==> config.mk <==
export PLATFORM = sky130hd
export DESIGN_NAME = vec_unpack
export DESIGN_NICKNAME = d
export VERILOG_FILES = /design/src/rtl/vec_unpack.sv
export SDC_FILE = /design/constraint.sdc
export NUM_CORES = 1
export LEC_CHECK = 0
export ABC_AREA = 1
export CAP_MARGIN = 40
export CORE_MARGIN = 2
export CORE_UTILIZATION = 51
export DETAILED_ROUTE_END_ITERATION = 10
export PLACE_DENSITY = 0.8
export SYNTH_ARGS = -nofsm -noshare
export SYNTH_HDL_FRONTEND = slang
export SYNTH_SLANG_ARGS = --single-unit
==> constraint.sdc <==
create_clock -name clk -period 3.6 [get_ports clk]
set_input_delay 1.08 -clock clk [delete_from_list [all_inputs] [get_ports clk]]
set_output_delay 1.08 -clock clk [all_outputs]
set_load 0.005 [all_outputs]
==> src/rtl/vec_unpack.sv <==
// Word-to-element unpacker: takes NUM_ELEM packed elements per word and emits
// them one per cycle, element 0 first, with valid/ready handshakes on both sides.
module vec_unpack #(
  parameter int unsigned ELEM_W   = 10,
  parameter int unsigned NUM_ELEM = 8
) (
  input  logic                         clk,
  input  logic                         rst,
  input  logic                         clr,
  input  logic                         in_valid,
  output logic                         in_ready,
  input  logic [ELEM_W*NUM_ELEM-1:0]   in_data,
  output logic                         out_valid,
  input  logic                         out_ready,
  output logic [ELEM_W-1:0]            out_data,
  output logic                         out_last,
  output logic                         busy
);

  localparam int unsigned WORD_W = ELEM_W * NUM_ELEM;
  localparam int unsigned IDX_W  = $clog2(NUM_ELEM);
  localparam logic [IDX_W-1:0] LAST_IDX = IDX_W'(NUM_ELEM - 1);

  typedef enum logic {
    IDLE = 1'b0,
    SEND = 1'b1
  } state_t;

  state_t              r_state;
  logic [WORD_W-1:0]   r_sb;
  logic [IDX_W-1:0]    r_idx;

  logic w_send;
  logic w_last;
  logic w_out_xfer;
  logic w_in_ready;
  logic w_in_xfer;

  // Handshake decode; in_ready opens on the last element so words chain without a bubble.
  assign w_send     = (r_state == SEND);
  assign w_last     = w_send && (r_idx == LAST_IDX);
  assign w_out_xfer = w_send && out_ready;
  assign w_in_ready = !rst && !clr && (!w_send || (out_ready && w_last));
  assign w_in_xfer  = in_valid && w_in_ready;

  assign in_ready  = w_in_ready;
  assign out_valid = w_send;
  assign out_data  = r_sb[ELEM_W-1:0];
  assign out_last  = w_last;
  assign busy      = w_send;

  always_ff @(posedge clk or posedge rst) begin
    if (rst) begin
      r_state <= IDLE;
      r_sb    <= '0;
      r_idx   <= '0;
    end else if (clr) begin
      // sb is left as-is; it is reloaded before it is next observed as valid
      r_state <= IDLE;
      r_idx   <= '0;
    end else begin
      case (r_state)
        IDLE: begin
          if (w_in_xfer) begin
            r_sb    <= in_data;
            r_idx   <= '0;
            r_state <= SEND;
          end
        end
        SEND: begin
          if (w_out_xfer) begin
            if (w_last) begin
              if (w_in_xfer) begin
                r_sb    <= in_data;
                r_idx   <= '0;
                r_state <= SEND;
              end else begin
                r_idx   <= '0;
                r_state <= IDLE;
              end
            end else begin
              r_sb  <= r_sb >> ELEM_W;
              r_idx <= r_idx + IDX_W'(1);
            end
          end
        end
        default: begin
          r_state <= IDLE;
          r_idx   <= '0;
        end
      endcase
    end
  end

endmodule

==> key figures <==
Outcome
  • Status: complete, no violations

Floorplan
  • Core area: 8678 um^2
  • Io pins: just under 100
  • Initial core utilization: 0.5209
  • Die width: 98.15 um
  • Full die area: 9633 um^2
  • FP Rows: 34
  • Die height: 98.15 um

Timing
  • Endpoints failing hold: 0
  • Final period utilization: 0.8881
  • FMAX: between 300 and 400 MHz
  • Worst-Margin Slew: about 0.63 ns
  • Final setup fails: 0
  • Setup TNS: 0 ns
  • RSZ-0062 raised after global routing: no
  • Slew Limit Fails: 0
  • Hold slack: 0.4897 ns
  • Relative slew slack: 0.5777
  • Clock Skew: 0.004950 ns
  • Minimum clock period: 3.197 ns

Final layout
  • Filler cells: 770
  • Fin util: 0.6521
  • N_diodes: 0
  • Syn-to-layout area delta: 25.19%
  • Fin nets: 781
  • Layout cells sized above 1: 0.05579

Critical path
  • Worst reg2reg startpoint: r_idx[0]
  • Arrival @ worst endpoint: between 2 and 2.5 ns
  • Crit end category: primary output
  • CP startpoint kind: input pin
  • RR Endpoint: r_sb[65]
  • Largest stage delay on the critical path: 0.50 ns
  • Slowest cell on the critical path: clkdlybuf4s50_1
  • Worst R2R Setup Slack: 1.48 ns
  • Worst Path Class, Setup: in2out
  • Register-to-Register Path Depth: 8
  • Worst path cell trace: clkdlybuf4s50_1, inv_2, nand2_2, nand3_2, inv_1, dlymetal6s2s_1
  • CP Max Fanout: 4
  • Critical Path RT: 2.52 ns

Clocking
  • Setup Fix Bufs, Post-CTS: 0
  • TritonCTS Buffers: 9
  • CTS Hold Bufs: 0
  • CTS Buffer Depth: 2
  • Clock slew at reported path FFs: about 0.08 ns
  • CTS tree: yes
  • CTS Sinks: 84
  • Clk Tree Root Cell: clkbuf_8
  • Clk Latency, worst-skew pair: around 0.36 ns
  • H-tree levels: 3

Yosys
  • Synth area leader: dfrtp_1
  • Seq cells post-synth: 84
  • Top-area cell type share of the netlist area: 0.4650
  • Post-Syn Area: 4521 um^2
  • Mean post-synth cell area: 7.280 um^2
  • Ranking of synthesized cells by area: dfrtp_1 46%, nor2_1 19%, nand2_1 14%
  • Most frequent cell after synthesis: nor2_1
  • Post-synth EDFFs: 0
  • Seq/Total Area, Yosys: 0.4650
  • Yosys cell types: 22
  • Syn Inst Count: 621
  • Async S/R FF share, synth: 1.000
  • Syn Nets: 708
  • Commonest cells in the synthesized netlist: 228 x nor2_1, 173 x nand2_1, 84 x dfrtp_1
  • Syn. warnings: 0
  • Predominant post-synthesis flop cell: dfrtp_1

Route
  • Drt pass-1 iters: 4
  • Wire per inst: about 12 um
  • Final antenna-violating net count: 0
  • Vias: 3,854
  • 1st-iter DRT viols: 141
  • DRC Markers: 0
  • Vias per cell: about 4.8
  • WL final: 9925 um

Min path
  • HP Start: r_idx[1]
  • Tightest Hold Check Type: reg2reg
  • Worst-case hold path end point: r_idx[1]
  • Min-Delay Path Depth: 2

Placement
  • Port bufs: 98
  • Post-DP HPWL: 6514 um
  • Gpl congestion: roughly 0.88

Global route
  • Tot GR Track Use: 0.2160
  • GRT overflow: 0
  • Vias in the first global route: approximately 4,000
  • First-pass GRT wire length: 16,990 um
  • Initial antenna violation count: 0
  • Pin count of the biggest net entering global routing: 85

Pwr
  • Static leakage: 2.691 nW
  • Worst vdd ir: approximately 240 uV
  • Power per Cell Area: 466.3 nW/um^2

Job
  • MaxCap Viol Count: 0
state kept, by name, summed over array words and instances, names as in the netlist:
name   count
r_sb      80
r_idx      3
busy       1
cell type report:
type / instances / area [um^2] / share of cell area
Clock buffer: 11 / 141.4 / 0.02498
Clock inverter: 5 / 83.83 / 0.01481
Inverter: 15 / 57.56 / 0.01017
Multi-Input combinational cell: 480 / 2061 / 0.3641
Sequential cell: 84 / 2102 / 0.3714
Tap cell: 108 / 135.1 / 0.02388
Timing Repair Buffer: 104 / 1079 / 0.1906
cell families after synthesis:
family                   after synthesis  share of synthesized area
flip-flops                            84                     0.4650
buffers and inverters                 57                    0.08248
AND/OR/NAND/NOR                      471                     0.4351
AO/OA/AOI/OAI                          7                    0.01190
adder cells (fa/ha/maj)                2                   0.005535
stage by stage:
stage | total power [mW] | instances | worst slack, ns | area (um^2)
5_1_grt | 2.808 | 807 | 0.3516 | 5659
2_1_floorplan | 1.690 | 621 | 0.3549 | 4521
3_3_place_gp | 1.869 | 791 | 0.1162 | 5429
3_5_place_dp | 1.902 | 791 | 0.006250 | 5429
4_1_cts | 2.663 | 807 | 0.02250 | 5657
6_report | 2.639 | 807 | 0.4028 | 5659
routing by layer:
| metal | up-vias | wire [um] | track usage |
|---|---|---|---|
| li1 | 1986 | - | - |
| met1 | 1784 | 4317 | 0.2523 |
| met2 | 72 | 5077 | 0.3909 |
| met3 | 12 | 389 | 0.05011 |
| met4 | 0 | 140 | 0.07271 |
| met5 | - | 0 | 0 |
worst max-delay path by stage:
stage	slack, ns	end	start	depth (start not counted)
floorplan	0.35	busy	rst	1
global placement	0.12	in_ready	rst	5
detailed placement	0.006	in_ready	rst	5
CTS	0.02	in_ready	out_ready	6
global route	0.35	in_ready	out_ready	6
finish	0.40	in_ready	out_ready	6
timing repair:
| action | in CTS | in global routing |
|---|---|---|
| endpoints found under the hold margin | 0 | 0 |
| resized for setup | 1 | 1 |
| setup endpoints to repair | 1 | 1 |
cells in the final DEF (no fill, tap or decap), drive strengths merged, types with 4 or more instances in the layout:
master         netlist  final
clkbuf               7     11
a21oi                4      4
dfrtp               84     84
inv                 15     15
nor2               228    228
buf                 35      6
nand2              175    175
or2                 64     64
clkdlybuf4s50        0     97
where the power goes:
part	switching (mW)	internal (mW)	total, mW	leakage (nW)
sequential	0.120	1.19	1.31	0.891
clock	0.348	0.412	0.760	0.106
combinational	0.278	0.286	0.565	1.69
total	0.746	1.89	2.64	2.69
critical path, delay by kind of cell:
| family | cells | cell delay [ns] |
|---|---|---|
| buf+inv | 4 | 0.80 |
| simple gates | 2 | 0.23 |
Note: power is estimated with default switching activity, not from simulation.
